## src/rtl/cache_bus_arbiter.sv

```systemverilog
`default_nettype none
// ============================================================================
//  Module   : cache_bus_arbiter
//  Purpose  : Shares one SRAM-like memory port between the instruction and
//             data caches, one transaction outstanding at a time.
//             Define ARB_ROUND_ROBIN_EN to alternate grants when both sides
//             request together; otherwise the data side has fixed priority.
//  Revision : 1.0  initial release
// ============================================================================
module cache_bus_arbiter #(
    parameter int ADDR_WIDTH = 32
) (
    input  logic                  clk,
    input  logic                  rst,
    // instruction-side requester
    input  logic                  i_req,
    input  logic                  i_wr,
    input  logic [1:0]            i_size,
    input  logic [ADDR_WIDTH-1:0] i_addr,
    input  logic [31:0]           i_wdata,
    output logic [31:0]           i_rdata,
    output logic                  i_addr_ok,
    output logic                  i_data_ok,
    // data-side requester
    input  logic                  d_req,
    input  logic                  d_wr,
    input  logic [1:0]            d_size,
    input  logic [ADDR_WIDTH-1:0] d_addr,
    input  logic [31:0]           d_wdata,
    output logic [31:0]           d_rdata,
    output logic                  d_addr_ok,
    output logic                  d_data_ok,
    // shared memory port
    output logic                  mem_req,
    output logic                  mem_wr,
    output logic [1:0]            mem_size,
    output logic [ADDR_WIDTH-1:0] mem_addr,
    output logic [31:0]           mem_wdata,
    input  logic [31:0]           mem_rdata,
    input  logic                  mem_addr_ok,
    input  logic                  mem_data_ok
);

    typedef enum logic [1:0] {
        ST_IDLE = 2'd0,
        ST_ADDR = 2'd1,
        ST_DATA = 2'd2
    } state_t;

    state_t state;
    state_t state_nxt;
    logic   owner;       // 0 = instruction side, 1 = data side
    logic   owner_nxt;
    logic   grant_d;     // arbitration result while idle
    logic   addr_ok;     // owner's address handshake this cycle
    logic   data_ok;     // owner's completion this cycle

`ifdef ARB_ROUND_ROBIN_EN
    logic last_grant;    // side granted most recently

    // Contention goes to the side that was not granted last time
    always_comb begin
        grant_d = d_req;
        if (i_req && d_req) begin
            grant_d = ~last_grant;
        end
    end

    // Remember every grant so the next contention alternates
    always_ff @(posedge clk or posedge rst) begin
        if (rst) begin
            last_grant <= 1'b0;
        end else if (state == ST_IDLE && (i_req || d_req)) begin
            last_grant <= grant_d;
        end
    end
`else
    // Fixed priority: the data side wins whenever it requests
    assign grant_d = d_req;
`endif

    // State and owner registers; reset abandons any transaction in flight
    always_ff @(posedge clk or posedge rst) begin
        if (rst) begin
            state <= ST_IDLE;
            owner <= 1'b0;
        end else begin
            state <= state_nxt;
            owner <= owner_nxt;
        end
    end

    // Next-state logic and handshake generation
    always_comb begin
        state_nxt = state;
        owner_nxt = owner;
        mem_req   = 1'b0;
        addr_ok   = 1'b0;
        data_ok   = 1'b0;
        case (state)
            ST_IDLE: begin
                // memory handshakes are ignored here on purpose
                if (i_req || d_req) begin
                    owner_nxt = grant_d;
                    state_nxt = ST_ADDR;
                end
            end
            ST_ADDR: begin
                mem_req = 1'b1;
                if (mem_addr_ok) begin
                    addr_ok = 1'b1;
                    if (mem_data_ok) begin
                        data_ok   = 1'b1;
                        state_nxt = ST_IDLE;
                    end else begin
                        state_nxt = ST_DATA;
                    end
                end
            end
            ST_DATA: begin
                if (mem_data_ok) begin
                    data_ok   = 1'b1;
                    state_nxt = ST_IDLE;
                end
            end
            default: begin
                state_nxt = ST_IDLE;
            end
        endcase
    end

    // Request fields follow the current owner's live inputs
    assign mem_wr    = owner ? d_wr    : i_wr;
    assign mem_size  = owner ? d_size  : i_size;
    assign mem_addr  = owner ? d_addr  : i_addr;
    assign mem_wdata = owner ? d_wdata : i_wdata;

    // Handshakes go only to the owner; read data is broadcast
    assign i_addr_ok = addr_ok & ~owner;
    assign i_data_ok = data_ok & ~owner;
    assign d_addr_ok = addr_ok &  owner;
    assign d_data_ok = data_ok &  owner;
    assign i_rdata   = mem_rdata;
    assign d_rdata   = mem_rdata;

endmodule
`default_nettype wire
```

## config.mk

```make
export PLATFORM = sky130hd
export DESIGN_NAME = cache_bus_arbiter
export DESIGN_NICKNAME = d
export VERILOG_FILES = /design/src/rtl/cache_bus_arbiter.sv
export SDC_FILE = /design/constraint.sdc
export NUM_CORES = 1
export LEC_CHECK = 0
export CAP_MARGIN = 20
export CORE_AREA = 4 4 117 119
export DETAILED_ROUTE_END_ITERATION = 16
export DIE_AREA = 0 0 121 123
export SETUP_SLACK_MARGIN = 0.15
export SLEW_MARGIN = 10
export SYNTH_ARGS = -nofsm -noshare
export SYNTH_HDL_FRONTEND = slang
export SYNTH_SLANG_ARGS = --single-unit
```

## constraint.sdc

```tcl
create_clock -name clk -period 2.5 [get_ports clk]
set_input_delay 0.25 -clock clk [delete_from_list [all_inputs] [get_ports clk]]
set_output_delay 0.25 -clock clk [all_outputs]
set_load 0.05 [all_outputs]
```

==> flow_summary.ini, run 1 <==
[route]
totalWireLength_mm = 7.93
first_pass_iters = 2
ant_nets = 0
drtIter0Drc = 47
wl_per_cell_um = 16.5
viasPerCell = 3.47
drc = 0
vias = 1671

[clocking]
cts.htree.levels = 1
cts-root-buf = clkbuf_16
clk_pin_slew_worst_paths_ps = 30
cts_sinks = 3
numCtsBuffers = 3
cts_tree = done
clk_latency_ps = 230
clockBufferDepth = 2

[pwr]
leakage_nw = 1.76
powerDensity_mw_per_mm2 = 1030
ir_worst_vdd_mv = 0.386

[cells_and_area]
finalNonFillerCells = 481
area_delta_synth_final_pct = 98.5
layout.nets = 485
layout_commonest_cell = clkdlybuf4s50_1
diodes = 0
final_cell_mix = clkdlybuf4s50_1 (172), mux2_4 (65), dlymetal6s2s_1 (21)
layout-drive-gt1-share = 0.304

[setup_path]
setup.worst_path.class = reg -> out
critPathMaxFanout = 22
start_kind = flip-flop
critPathArrivalTime_ps = 2060
cp-end-kind = output pin
critPathRequiredTime_ps = 2250

[run]
max_cap_violations = 0

[synthesis]
yosys_most_used_dff = dfrtp_1
netlist_area_mm2 = 0.00186
syn-num-nets = 339
synthCells = 164
ys_async_sr_fraction = 1.00
synth-edff-count = 0
ys_types = 21
yosys_warnings = 0
synth-seq-cells = 3
seq_area_frac_synth = 0.0405
syn_avg_cell_area_um2 = 11.3

[floorplan]
die_y_um = 123
coreArea_mm2 = 0.0126
start_util = 0.148
die_area_mm2 = 0.0149
row_count = 41
io_pins = 308
die_w_um = 121

[grt]
overflow = 0
antenna_found_initial = 0
grt_max_degree = 51
grt_pass1_wl_mm = 10.8
grt_pass1_vias = 1811
grt_use_total = 0.0923

[place]
hpwl_mm = 6.76
place.gp.congestion = 0.728
dp.cells = 477
numPortBuffers = 211

[timing]
maxSlewViolCount = 0
skew_ps = 4.54
setup_violations = 0
post-route-period-util = 0.924
tightest_slew_ps = 556
clock.fmax_ghz = 0.433
rsz0062_at_grt = false
hold_viol = 0
tns_ps = 0
period_needed_ps = 2310
relSlewSlack = 0.629

[min_path]
hp-class = in -> async

[outcome]
status = complete, no violations
==> worst max-delay path, cell delays in order, from the launching register on <==
cell	delay, ps
dfrtp_4	410
buf_4	370
mux2_4	340
clkdlybuf4s50_1	700
==> logic make-up (layout without fill, tap and decap cells) <==
family                     Yosys count  after routing  share of synthesized area
AOI/OAI and AO/OA                    3              3                     0.0169
adders and majority gates            3              3                     0.0202
buffers and inverters               75            220                      0.344
DFF                                  3              3                     0.0405
muxes                               68             68                      0.543
and+or+nand+nor                     12             12                     0.0351
==> per-stage QoR <==
stage / utilization / hold slack (ps) / instance area [µm²] / setup slack, ps / power (mW)
5_1_grt: 0.293 / 245 / 3680 / 150 / 3.95
3_5_place_dp: 0.283 / 470 / 3550 / 412 / 3.59
2_1_floorplan: - / 3.64 / 1870 / 352 / 3.06
4_1_cts: 0.289 / 227 / 3630 / 158 / 3.88
6_report: 0.293 / 215 / 3680 / 191 / 3.80
3_3_place_gp: 0.283 / 500 / 3550 / 421 / 3.58
==> report_power, final <==
| part | switching, mW | internal, mW | total (mW) |
|---|---|---|---|
| registers | 0.0188 | 0.0793 | 0.0981 |
| clock network | 0.0488 | 0.211 | 0.260 |
| logic | 1.98 | 1.46 | 3.45 |
| total | 2.05 | 1.75 | 3.80 |
==> routing by layer <==
metal	vias up	routed length, µm	track usage
li1	785	-	-
met1	766	2580	0.0858
met2	99	4270	0.182
met3	21	936	0.0361
met4	0	146	0.0312
met5	-	0	0
==> synthesized netlist by cell type (2+ instances only) <==
| cell | count | area (µm²) |
|---|---|---|
| mux2_4 | 65 | 976 |
| buf_4 | 64 | 480 |
| buf_12 | 6 | 120 |
| dfrtp_1 | 3 | 75.1 |
| ha_1 | 3 | 37.5 |
| inv_1 | 3 | 11.3 |
| nor2b_1 | 3 | 18.8 |
| mux2_2 | 2 | 22.5 |
| nand2_1 | 2 | 7.51 |
| nor2_1 | 2 | 7.51 |
==> registers in the layout, indices dropped and copies added, names as in the netlist <==
register,cells
state,2
owner,1
==> worst paths after layout <==
kind                       slack (ps)  cells after the start              endpoint                 start
max                               190                      3          mem_wdata[9]     owner$_DFFE_PP0P_
min                               210                      2  state[0]$_DFFE_PP0P_                   rst
max reg2reg                      1150                      5  state[1]$_DFFE_PP0P_  state[0]$_DFFE_PP0P_
min reg2reg                       550                      1  state[0]$_DFFE_PP0P_  state[0]$_DFFE_PP0P_
max in group asynchronous        2110                      2     owner$_DFFE_PP0P_                   rst
min in group clk                  500                      0           d_rdata[18]         mem_rdata[18]
==> final cells by class <==
class                   count  area, µm²
inverters                   3       11.3
repair buffers            213       2150
well taps                 172        215
clock buffers               4       78.8
flip-flops and latches      3       78.8
multi-input cells          86       1150
fillers                  1305       8880
==> what timing repair did <==
action                     in CTS  in global routing
hold buffers                    0                  0
resized for setup               0                 21
buffers inserted                0                  0
setup endpoints to repair       0                 21
Power figures use the tool's default switching activity.
==> inputs of run 2 (changes only) <==
- GPL_TIMING_DRIVEN: default -> 1
- SLEW_MARGIN: 10 -> default
==> results of run 2 <==
The final DEF is identical to that of run 1; final timing and power are the same.
==> inputs of run 3 (changes only) <==
- CORE_AREA: 4 4 117 119 -> 4 4 118 120
- DIE_AREA: 0 0 121 123 -> 0 0 122 124
- SKIP_CTS_REPAIR_TIMING: default -> 1
- clock period: 2.5 -> 2.2 ns (I/O delays scaled with it)
==> run 3 against run 2 <==
Critical endpoint is now mem_addr[25]. Sequential power up 47%. First-iteration DRC count up 30%. Die area up 1.6%. Critical path depth down 1. Flip-flop and latch count unchanged. Cell count up 0.83%.
==> flow_summary.ini, run 3 (synthesized netlist as in run 1, its figures left out) <==
[outcome]
status = complete, no violations

[clocking]
clk_pin_slew_worst_paths_ps = 30
cts-root-buf = clkbuf_16
cts.htree.levels = 1
clockBufferDepth = 2
cts_tree = done
clk_latency_ps = 220
cts_sinks = 3
numCtsBuffers = 3

[setup_path]
critPathMaxFanout = 8
r2r_start = state[0]$_DFFE_PP0P_
worst_r2r_path_depth = 5
r2r-end = state[1]$_DFFE_PP0P_
critPathArrivalTime_ps = 1790
cp-end-kind = output pin
critPathRequiredTime_ps = 1980
start_kind = flip-flop
setup.worst_path.class = reg -> out
timing.reg2reg.setup_slack_ps = 810

[timing]
tns_ps = 0
post-route-period-util = 0.916
maxSlewViolCount = 0
skew_ps = 2.91
tightest_slew_ps = 516
fin_ws_ps = 185
clock.fmax_ghz = 0.496
period_needed_ps = 2010
rsz0062_at_grt = false
setup_violations = 0
hold_viol = 0
relSlewSlack = 0.656

[cells_and_area]
fin_util = 0.274
diodes = 0
fill_cells = 1357
final_cell_mix = clkdlybuf4s50_1 (142), buf_4 (66), mux2_4 (65)
area_delta_synth_final_pct = 91.4
regMostFlops = state
multi_input_area_mm2 = 0.00117
final_cell_area_mm2 = 0.00355
layout.nets = 485
top_regs = state x2, owner x1
final-seq-area_um2 = 78.8
layout_commonest_cell = clkdlybuf4s50_1
largest_reg_flops = 2
layout-drive-gt1-share = 0.463

[floorplan]
coreArea_mm2 = 0.0130
start_util = 0.143
row_count = 42
die_area_mm2 = 0.0151
io_pins = 308
die_w_um = 122
die_y_um = 124

[min_path]
hp-class = in -> async

[pwr]
leakage_nw = 1.65
seq_power_share = 0.034
switching_share = 0.549
internal_power_mw = 1.92
ir_worst_vdd_mv = 0.734
power.switching_mw = 2.34
powerDensity_mw_per_mm2 = 1200
power_mw = 4.26
power.share.clock = 0.067
p_comb_frac = 0.899

[grt]
overflow = 0
grt_pass1_vias = 1759
antenna_found_initial = 0
grt_max_degree = 55
grt_pass1_wl_mm = 9.42
grt_use_total = 0.0774

[route]
first_pass_iters = 4
top_layer = met4
wl_per_cell_um = 15.0
viasPerCell = 3.47
totalWireLength_mm = 7.27
ant_nets = 0
dr_wl_met2_mm = 3.84
wl_met1_mm = 2.25
drtIter0Drc = 61
dr_wl_met3_mm = 1.08
drc = 0
vias = 1682

[place]
hpwl_mm = 6.26
numPortBuffers = 211
place.gp.congestion = 0.758
dp_slack_ps = 335
placed_area_mm2 = 0.00346

[run]
max_cap_violations = 0
## run 3: cell types whose count changed in the layout (fill, tap and decap cells not counted), sizes merged
cell / change
clkdlybuf4s50: -30
dlymetal6s2s: -18
buf: +48
## run 3: power by group through the flow
stage / Combinational, mW / Sequential [mW] / Clock [mW]
after floorplan: 3.40 / 0.0974 / 0
after global placement: 3.85 / 0.143 / 0
after detailed placement: 3.86 / 0.146 / 0
after CTS: 3.88 / 0.146 / 0.293
after global routing: 3.98 / 0.153 / 0.300
final: 3.83 / 0.144 / 0.287
## run 3: how the worst max path moves through the flow
stage	start	endpoint	slack, ps	depth (start not counted)
2_1_floorplan	state[1]$_DFFE_PP0P_	d_data_ok	230	5
3_3_place_gp	i_addr[25]	mem_addr[25]	380	3
3_5_place_dp	i_addr[25]	mem_addr[25]	330	3
4_1_cts	owner$_DFFE_PP0P_	mem_addr[23]	170	2
5_1_grt	owner$_DFFE_PP0P_	mem_addr[24]	160	2
6_report	owner$_DFFE_PP0P_	mem_addr[25]	190	2
## run 3: metrics by stage
stage          std cells  hold slack, ps
6_report             485             171
5_1_grt              485             195
4_1_cts              485             177
3_5_place_dp         481             411
3_3_place_gp         481             417
2_1_floorplan        164           -26.4
## run 3: critical path: stages, from the launching register on
cell	delay [ps]
dfrtp_4	540
mux2_4	320
clkdlybuf4s50_1	710
## run 3: area by class of cell
class	count	share of cell area
Clock buffer	4	0.0222
Tap cell	176	0.0620
Timing Repair Buffer	213	0.562
Sequential cell	3	0.0222
Multi-Input combinational cell	86	0.329
Inverter	3	0.00317
## run 3: per-layer routing
metal  track usage  up-vias
li1              -      786
met1        0.0747      754
met2         0.152      121
met3        0.0336       21
met4        0.0168        0
met5             0        -
